### config.mk
export PLATFORM = sky130hd
export DESIGN_NAME = pipe_stage_buf
export DESIGN_NICKNAME = d
export VERILOG_FILES = /design/src/rtl/pipe_stage_buf.sv
export SDC_FILE = /design/constraint.sdc
export NUM_CORES = 1
export LEC_CHECK = 0
export ABC_AREA = 1
export BUFFER_PORTS_ARGS = -buffer_cell sky130_fd_sc_hd__buf_2
export CORE_MARGIN = 2
export CORE_UTILIZATION = 49
export DETAILED_ROUTE_END_ITERATION = 16
export GPL_ROUTABILITY_DRIVEN = 0
export PLACE_DENSITY = 0.72
export SYNTH_ARGS = -nofsm -noshare
export SYNTH_HDL_FRONTEND = slang
export SYNTH_SLANG_ARGS = --single-unit
### constraint.sdc
create_clock -name clk_i -period 2.13 [get_ports clk_i]
set_clock_uncertainty 0.05 [all_clocks]
set_input_delay 0.426 -clock clk_i [delete_from_list [all_inputs] [get_ports clk_i]]
set_output_delay 0.426 -clock clk_i [all_outputs]
set_load 0.02 [all_outputs]
### src/rtl/pipe_stage_buf.sv
// Generic pipeline-stage register with valid/ready handshake.
// A main entry (M) drives the outputs and a skid entry (S) sits behind it.
// Because of the skid entry, ready_o comes straight from a flop.
// Also provides synchronous flush with bubble insertion, and saturating
// stall/bubble performance counters.
module pipe_stage_buf #(
  parameter int                DATA_W      = 128,
  parameter int                CTRL_W      = 16,
  parameter logic [CTRL_W-1:0] CTRL_BUBBLE = '0,
  parameter bit                CLEAR_DATA  = 1'b0
) (
  input  logic              clk_i,
  input  logic              rst_i,
  input  logic              start_i,
  input  logic              valid_i,
  output logic              ready_o,
  input  logic [CTRL_W-1:0] ctrl_i,
  input  logic [DATA_W-1:0] data_i,
  input  logic              flush_i,
  input  logic              stall_i,
  input  logic              ready_i,
  output logic              valid_o,
  output logic [CTRL_W-1:0] ctrl_o,
  output logic [DATA_W-1:0] data_o,
  output logic [1:0]        occupancy_o,
  output logic [15:0]       stall_cnt_o,
  output logic [15:0]       bubble_cnt_o
);

  typedef enum logic [1:0] {
    ST_EMPTY = 2'd0,
    ST_ONE   = 2'd1,
    ST_FULL  = 2'd2
  } state_t;

  state_t            r_state;
  state_t            w_state_next;

  logic              r_m_valid;
  logic              r_s_valid;
  logic              r_ready;
  logic [CTRL_W-1:0] r_m_ctrl;
  logic [DATA_W-1:0] r_m_data;
  logic [CTRL_W-1:0] r_s_ctrl;
  logic [DATA_W-1:0] r_s_data;
  logic [15:0]       r_stall_cnt;
  logic [15:0]       r_bubble_cnt;

  logic              w_up_xfer;
  logic              w_dn_xfer;
  logic              w_load_m_in;
  logic              w_load_m_skid;
  logic              w_load_s;
  logic              w_stall_evt;
  logic              w_bubble_evt;

  // ready is the registered flag, so the upstream handshake never sees
  // downstream ready/stall/flush combinationally.
  assign w_up_xfer    = start_i & valid_i & r_ready & ~flush_i;
  assign w_dn_xfer    = r_m_valid & ready_i & ~stall_i;
  assign w_stall_evt  = r_m_valid & ~w_dn_xfer & ~flush_i;
  assign w_bubble_evt = ~r_m_valid & start_i;

  // FSM state register
  always_ff @(posedge clk_i) begin
    if (rst_i) r_state <= ST_EMPTY;
    else       r_state <= w_state_next;
  end

  // FSM next-state logic; flush overrides the handshake
  always_comb begin
    w_state_next = r_state;
    if (flush_i) begin
      w_state_next = ST_EMPTY;
    end else begin
      case (r_state)
        ST_EMPTY: if (w_up_xfer) w_state_next = ST_ONE;
        ST_ONE: begin
          if (w_up_xfer && !w_dn_xfer)      w_state_next = ST_FULL;
          else if (!w_up_xfer && w_dn_xfer) w_state_next = ST_EMPTY;
        end
        ST_FULL:  if (w_dn_xfer) w_state_next = ST_ONE;
        default:  w_state_next = ST_EMPTY;
      endcase
    end
  end

  // FSM outputs: load strobes for the main and skid entries
  always_comb begin
    w_load_m_in   = 1'b0;
    w_load_m_skid = 1'b0;
    w_load_s      = 1'b0;
    if (!flush_i) begin
      case (r_state)
        ST_EMPTY: w_load_m_in = w_up_xfer;
        ST_ONE: begin
          w_load_m_in = w_up_xfer & w_dn_xfer;
          w_load_s    = w_up_xfer & ~w_dn_xfer;
        end
        ST_FULL:  w_load_m_skid = w_dn_xfer;
        default: begin
          w_load_m_in   = 1'b0;
          w_load_m_skid = 1'b0;
          w_load_s      = 1'b0;
        end
      endcase
    end
  end

  // Valid bits and ready are registered decodes of the next state
  always_ff @(posedge clk_i) begin
    if (rst_i) begin
      r_m_valid <= 1'b0;
      r_s_valid <= 1'b0;
      r_ready   <= 1'b1;
    end else begin
      r_m_valid <= (w_state_next != ST_EMPTY);
      r_s_valid <= (w_state_next == ST_FULL);
      r_ready   <= (w_state_next != ST_FULL);
    end
  end

  // Main entry payload: data is kept on flush unless CLEAR_DATA is set
  always_ff @(posedge clk_i) begin
    if (rst_i) begin
      r_m_ctrl <= CTRL_BUBBLE;
      r_m_data <= '0;
    end else if (flush_i) begin
      if (CLEAR_DATA) r_m_data <= '0;
    end else if (w_load_m_in) begin
      r_m_ctrl <= ctrl_i;
      r_m_data <= data_i;
    end else if (w_load_m_skid) begin
      r_m_ctrl <= r_s_ctrl;
      r_m_data <= r_s_data;
    end
  end

  // Skid entry payload; only meaningful while the skid valid bit is set
  always_ff @(posedge clk_i) begin
    if (rst_i) begin
      r_s_ctrl <= '0;
      r_s_data <= '0;
    end else if (w_load_s) begin
      r_s_ctrl <= ctrl_i;
      r_s_data <= data_i;
    end
  end

  // Saturating performance counters; flush does not clear them
  always_ff @(posedge clk_i) begin
    if (rst_i) begin
      r_stall_cnt  <= '0;
      r_bubble_cnt <= '0;
    end else begin
      if (w_stall_evt && (r_stall_cnt != 16'hFFFF))
        r_stall_cnt <= r_stall_cnt + 16'd1;
      if (w_bubble_evt && (r_bubble_cnt != 16'hFFFF))
        r_bubble_cnt <= r_bubble_cnt + 16'd1;
    end
  end

  assign ready_o      = r_ready;
  assign valid_o      = r_m_valid;
  assign ctrl_o       = r_m_valid ? r_m_ctrl : CTRL_BUBBLE;
  assign data_o       = r_m_data;
  assign occupancy_o  = {1'b0, r_m_valid} + {1'b0, r_s_valid};
  assign stall_cnt_o  = r_stall_cnt;
  assign bubble_cnt_o = r_bubble_cnt;

endmodule

==> results.md, run 1 <==
* Status: completed
* Die area at 30000 um2
* Critical Path End Type: output port
* ANT nets after route at 0
* Data arrival at the endpoint of the critical path at 1.53 ns
* Combinational Power Share at 7.3%
* Switching power total at 3.19 mW
* Reg clk slew, reported paths at 0.06 ns
* FILL cells at 2561
* I/O pins at 331
* Post-Layout Cell Count at 2474
* Unique masters post-synth at 31
* Setup WS pre-CTS at 0.108 ns
* Initial antenna violation count at 8
* WP data required at 1.65 ns
* Synth Net Count at 1997
* Cell Rows at 61
* Final worst-path setup slack at 0.122 ns
* Cell leakage power at 6.36 nW
* Mapped Area at 14000 um2
* Pin count of the biggest net entering global routing at 145
* PortBufs at 330
* Core area at 28000 um2
* R2R setup slack at 0.13 ns
* Final setup violation count at 0
* Die Span Y at 173 um
* Final net count at 2220
* Root buf cell: clkbuf_16
* Register area share after synthesis at 46.4%
* Pre-antenna DRT Iters at 5
* Setup crit start: valid_o
* Via-to-Cell Ratio at 5.88
* GRT Total Usage at 27.5%
* CTS buffer count at 37
* Setup TNS at 0 ns
* Placed cell count at 2405
* Starting Density at 50.1%
* Clk sinks at 325
* Crit path kind: flop to output port
* Post-Syn Instances at 1843
* Tightest Pin Transition at 0.770 ns
* Hold Crit Class: input port to flop
* CP startpoint kind: flop
* RSZ-0062 raised after global routing: false
* Total grt overflow at 0
* Layout area overhead at 20.6%
* Maxcap violations at 0
* Drt first-iter violations at 1475
* Pwr Total at 13.3 mW
* First-pass GRT wire length at 69500 um
* Mean Syn Cell Area at 7.61 um2
* Worst R2R Start: r_state[1]
* Worst setup endpoint: occupancy_o[0]
* R2R Path End: data_o[30]
* Number of global-route vias before repair at 13200
* Peak VDD IR at 0.620 mV
* Final hold viol count at 0
* Tmin final at 2.01 ns
* DRT Wirelength at 43600 um
* Share of layout cells above drive strength 1 at 21.0%
* CTS tree: yes
* Period utilization at 94.3%
* Slew margin rel. at 48.7%
* Die X at 173 um
* Achievable frequency at 498 MHz
* Worst-Skew Late Latency at 0.52 ns
* Max H-tree Level at 2
* Clk buf depth at 3
* Wire per inst at 17.6 um
* Pint at 10.1 mW
* Sequential share of power at 47.2%
* DRC viols at 0
* Worst r2r path cells at 5
* Routed via count at 14600
* Worst Path Max Fanout at 17
* FF+latch count, synth at 325
* Sw Share at 24.1%
* Detailed Place HPWL at 26100 um
* Clock power share at 45.6%
* Fin. max-slew vios at 0
* Power Dens Cells at 785 nW/um2
* Synth Warn # at 0
-- cells by family (layout without fill, tap and decap cells) --
logic type / Yosys count / count (layout) / synth area share, %
xor gates and xnor gates: 12 / 12 / 0.750
DFF: 325 / 325 / 46.4
adders and majority gates: 3 / 3 / 0.268
AOI/OAI and AO/OA: 330 / 330 / 13.2
and+or+nand+nor: 938 / 938 / 31.5
buffers and inverters: 235 / 482 / 7.97
other: 0 / 6 / 0
-- flip-flops by register name, indices dropped and copies added, names as in the netlist --
| register | count |
|---|---|
| data_o | 128 |
| r_s_data | 128 |
| bubble_cnt_o | 16 |
| r_m_ctrl | 16 |
| r_s_ctrl | 16 |
| stall_cnt_o | 16 |
| r_state | 2 |
| r_s_valid | 1 |
| ready_o | 1 |
| valid_o | 1 |
-- layout by cell type (no fill, tap or decap), drive strengths merged --
cell type,Yosys,layout
diode,0,6
o21ai,13,13
nor2,52,52
nand2,421,421
inv,53,56
o21a,1,1
nand3,302,302
ha,3,3
a31oi,144,144
clkbuf,70,54
xnor2,4,4
xor2,8,8
nand4,159,159
bufinv,0,1
o31ai,1,1
dfxtp,325,325
buf,112,366
clkinv,0,5
a21oi,171,171
nor3,4,4
-- worst min-delay path by stage --
| stage | from | to | slack, ns | depth (start not counted) |
|---|---|---|---|---|
| 5_1_grt | data_i[42] | r_s_data[42] | 0.13 | 3 |
| 3_5_place_dp | r_s_ctrl[12] | r_s_ctrl[12] | 0.40 | 2 |
| 4_1_cts | data_i[47] | r_s_data[47] | 0.12 | 3 |
| 6_report | ctrl_i[7] | r_s_ctrl[7] | 0.13 | 3 |
| 3_3_place_gp | r_s_data[33] | r_s_data[33] | 0.40 | 2 |
| 2_1_floorplan | r_s_ctrl[0] | r_s_ctrl[0] | 0.39 | 2 |
-- Yosys cell counts --
master    count  share of area (%)
dfxtp_1     325                 46
buf_2        80                2.9
buf_6        10               0.80
inv_2         3              0.080
nor2_1       46                1.2
o21ai_0      12               0.43
nor2_4        1              0.080
nand3_1     300                 11
nand2_4       3               0.24
nor3_1        3               0.11
buf_1         6               0.16
ha_1          3               0.27
o21a_1        1              0.054
nand2_1     417                 11
nand3_2       1              0.071
buf_4        16               0.86
a21oi_2       1              0.062
nor3_2        1              0.071
nand3_4       1               0.12
o31ai_1       1              0.054
nor2_8        3               0.43
a31oi_1     144                6.4
clkbuf_1     70                1.9
nand4_1     159                7.1
xor2_1        8               0.50
nor2_2        2              0.089
inv_1        50                1.3
nand2_2       1              0.045
xnor2_1       4               0.25
o21ai_2       1              0.062
a21oi_1     170                6.1
-- critical path, stage by stage (launching register included) --
cell	delay (ns)
dfxtp_2	0.39
buf_6	0.22
ha_1	0.25
buf_2	0.16
-- repair_timing --
item                                    in CTS  in global routing
hold buffers                                 0                  0
endpoints found under the setup margin       1                  1
buffers inserted                             0                  0
resized for setup                            1                  1
-- per-layer routing --
layer,GRT usage (%),part of all wire [%],vias up
li1,-,-,6918
met1,37.6,43,6847
met2,43.3,45,701
met3,5.58,9.1,83
met4,9.85,2.8,4
met5,0,0.055,-
-- power groups by stage --
stage               registers (mW)  clock network, mW  logic [mW]
floorplan                     6.48                  0       0.425
global placement              6.39                  0       0.947
detailed placement            6.39                  0       0.954
CTS                           6.25               6.13       0.955
global route                  6.26               6.39        1.04
finish                        6.26               6.05       0.962
-- cell type report --
cell class / instances / area [um2] / share of cell area, %
Antenna cell: 6 / 15.0 / 0.0888
Sequential cell: 325 / 6510 / 38.5
Multi-Input combinational cell: 1283 / 6400 / 37.9
Tap cell: 378 / 473 / 2.80
Inverter: 53 / 201 / 1.19
Timing Repair Buffer: 366 / 2160 / 12.8
Clock buffer: 54 / 1060 / 6.27
Clock inverter: 9 / 83.8 / 0.496
-- per-stage QoR --
step | cell area, um2 | hold slack, ns | utilization [%]
finish | 16900 | 0.133 | 60.4
floorplan | 14000 | 0.389 | -
global placement | 15700 | 0.398 | 56.2
global route | 16900 | 0.129 | 60.3
detailed placement | 15700 | 0.402 | 56.2
CTS | 16900 | 0.121 | 60.3
(Power assumes the default switching activity.)
==> inputs of run 2 (changes only) <==
Settings changed: BUFFER_PORTS_ARGS -buffer_cell sky130_fd_sc_hd__buf_2 to -buffer_cell sky130_fd_sc_hd__buf_4, REMOVE_ABC_BUFFERS from default to 1.
==> run 2 against run 1 <==
Net effect: critical path depth unchanged; clock-buffer cell count down 5; flip-flop and latch count unchanged; core utilization up 3.1 points; die area unchanged; design area up 5.1%; register-to-register slack better by 0.15 ns; clock power up 5.1%; first-iteration DRC count up 5.5%; critical path type unchanged; highest routed layer unchanged.
==> results.md, run 2 (synthesis results as in run 1) <==
* Status: completed
* N_diodes at 0
* Die Span Y at 173 um
* Cell leakage power at 6.50 nW
* Hold_buf cts at 0
* Final setup violation count at 0
* Root buf cell: clkbuf_16
* Most frequent cells in the layout: 417 x nand2_1, 340 x buf_4, 324 x dfxtp_1
* Combinational Power Share at 7.9%
* Highest metal layer with signal wires: met5
* Sum of routed wire segments on met1 at 18600 um
* Final hold viol count at 0
* Pin count of the biggest net entering global routing at 121
* First-pass GRT wire length at 71300 um
* Total grt overflow at 0
* GRT Total Usage at 28.3%
* Critical Path End Type: output port
* Power Dens Cells at 771 nW/um2
* Hold Crit Class: input port to flop
* Core area at 28000 um2
* Achievable frequency at 504 MHz
* Setup TNS at 0 ns
* Die area at 30000 um2
* Sequential share of power at 45.7%
* FILL cells at 2450
* Buffers and inverters on the worst path at 2
* Fin. max-slew vios at 0
* Largest delay contributor family on the critical path: flip-flops
* Routed wl met3 at 4220 um
* Die X at 173 um
* ANT nets after route at 0
* Util after Layout at 63.5%
* Starting Density at 50.1%
* CTS buffer count at 36
* Crit-path slowest cell: dfxtp_2
* Detailed Place HPWL at 26600 um
* CP Cell Sequence: buf_6, ha_1, buf_4
* Switching power total at 3.22 mW
* DR WL met2 at 20200 um
* Clock power share at 46.4%
* CP startpoint kind: flop
* Initial antenna violation count at 1
* Worst-Skew Late Latency at 0.51 ns
* Via-to-Cell Ratio at 5.97
* Number of global-route vias before repair at 13500
* Worst path max stage delay at 0.38 ns
* Slew margin rel. at 47.8%
* Period utilization at 93.1%
* CTS tree: yes
* Final net count at 2215
* Crit path kind: flop to output port
* Routed via count at 14700
* Clk buf depth at 3
* Sw Share at 23.5%
* R2R setup slack at 0.28 ns
* Layout area overhead at 26.8%
* Wire per inst at 18.1 um
* Pwr Total at 13.7 mW
* RSZ-0062 raised after global routing: false
* Fin Hold WS at 0.152 ns
* Pre-antenna DRT Iters at 5
* Most common cell after layout, fill and taps aside: nand2_1
* Worst Path Max Fanout at 18
* WP data required at 1.65 ns
* Share of layout cells above drive strength 1 at 21.0%
* Peak VDD IR at 0.475 mV
* Reg clk slew, reported paths at 0.06 ns
* Pint at 10.5 mW
* Tmin final at 1.98 ns
* Maxcap violations at 0
* DRT Wirelength at 44700 um
* PortBufs at 330
* Drt first-iter violations at 1556
* Cell Rows at 61
* Tightest Pin Transition at 0.783 ns
* Data arrival at the endpoint of the critical path at 1.51 ns
* I/O pins at 331
* Clk sinks at 325
* DRC viols at 0
* Max H-tree Level at 2
==> run 2: cell types whose count changed in the layout (fill, tap and decap cells not counted), sizes merged <==
cell	delta
clkbuf	-5
buf	-4
bufinv	+3
clkinvlp	+3
inv	-3
diode	-6
clkinv	+2
==> run 2: final timing paths <==
kind,from,endpoint,cells past startpoint
setup / recovery,valid_o,occupancy_o[0],3
hold / removal,data_i[67],r_s_data[67],3
setup reg to reg,ready_o,data_o[86],7
hold reg to reg,r_s_data[75],r_s_data[75],2
==> run 2: power groups by stage <==
stage | registers (mW) | logic (mW) | clock network [mW]
finish | 6.26 | 1.08 | 6.36
global placement | 6.39 | 1.07 | 0
global route | 6.27 | 1.16 | 6.70
CTS | 6.26 | 1.08 | 6.44
floorplan | 6.48 | 0.290 | 0
detailed placement | 6.39 | 1.08 | 0
==> run 2: repair_timing <==
item | CTS | global route
gates resized for setup | 1 | 1
setup buffers | 0 | 0
pin swaps | 0 | 0
endpoints found under the setup margin | 1 | 1
==> run 2: layout make-up <==
class	instances	area (um2)	area share, %
repair buffers	362	2980	16.8
flip-flops and latches	325	6510	36.6
clock inverters	14	178	1.00
well taps	378	473	2.66
inverters	53	201	1.13
multi-input cells	1283	6400	36.0
clock buffers	49	1030	5.80
==> run 2: metrics by stage <==
step / setup slack (ns) / std cells / area, um2
finish: 0.146 / 2464 / 17800
CTS: 0.0535 / 2464 / 17800
detailed placement: 0.151 / 2401 / 16600
floorplan: -5.33 / 1661 / 13100
global placement: 0.232 / 2401 / 16600
global route: 0.0873 / 2464 / 17800
==> run 2: layer usage <==
metal	global-route usage, %	vias up
met5	0	-
met4	10.9	2
met3	5.26	107
met2	42.7	799
met1	40.0	6909
li1	-	6897
==> run 2: tightest hold or removal path, cell delays in order <==
cell,delay (ns)
buf_4,0.11
nand3_1,0.07
a21oi_1,0.06
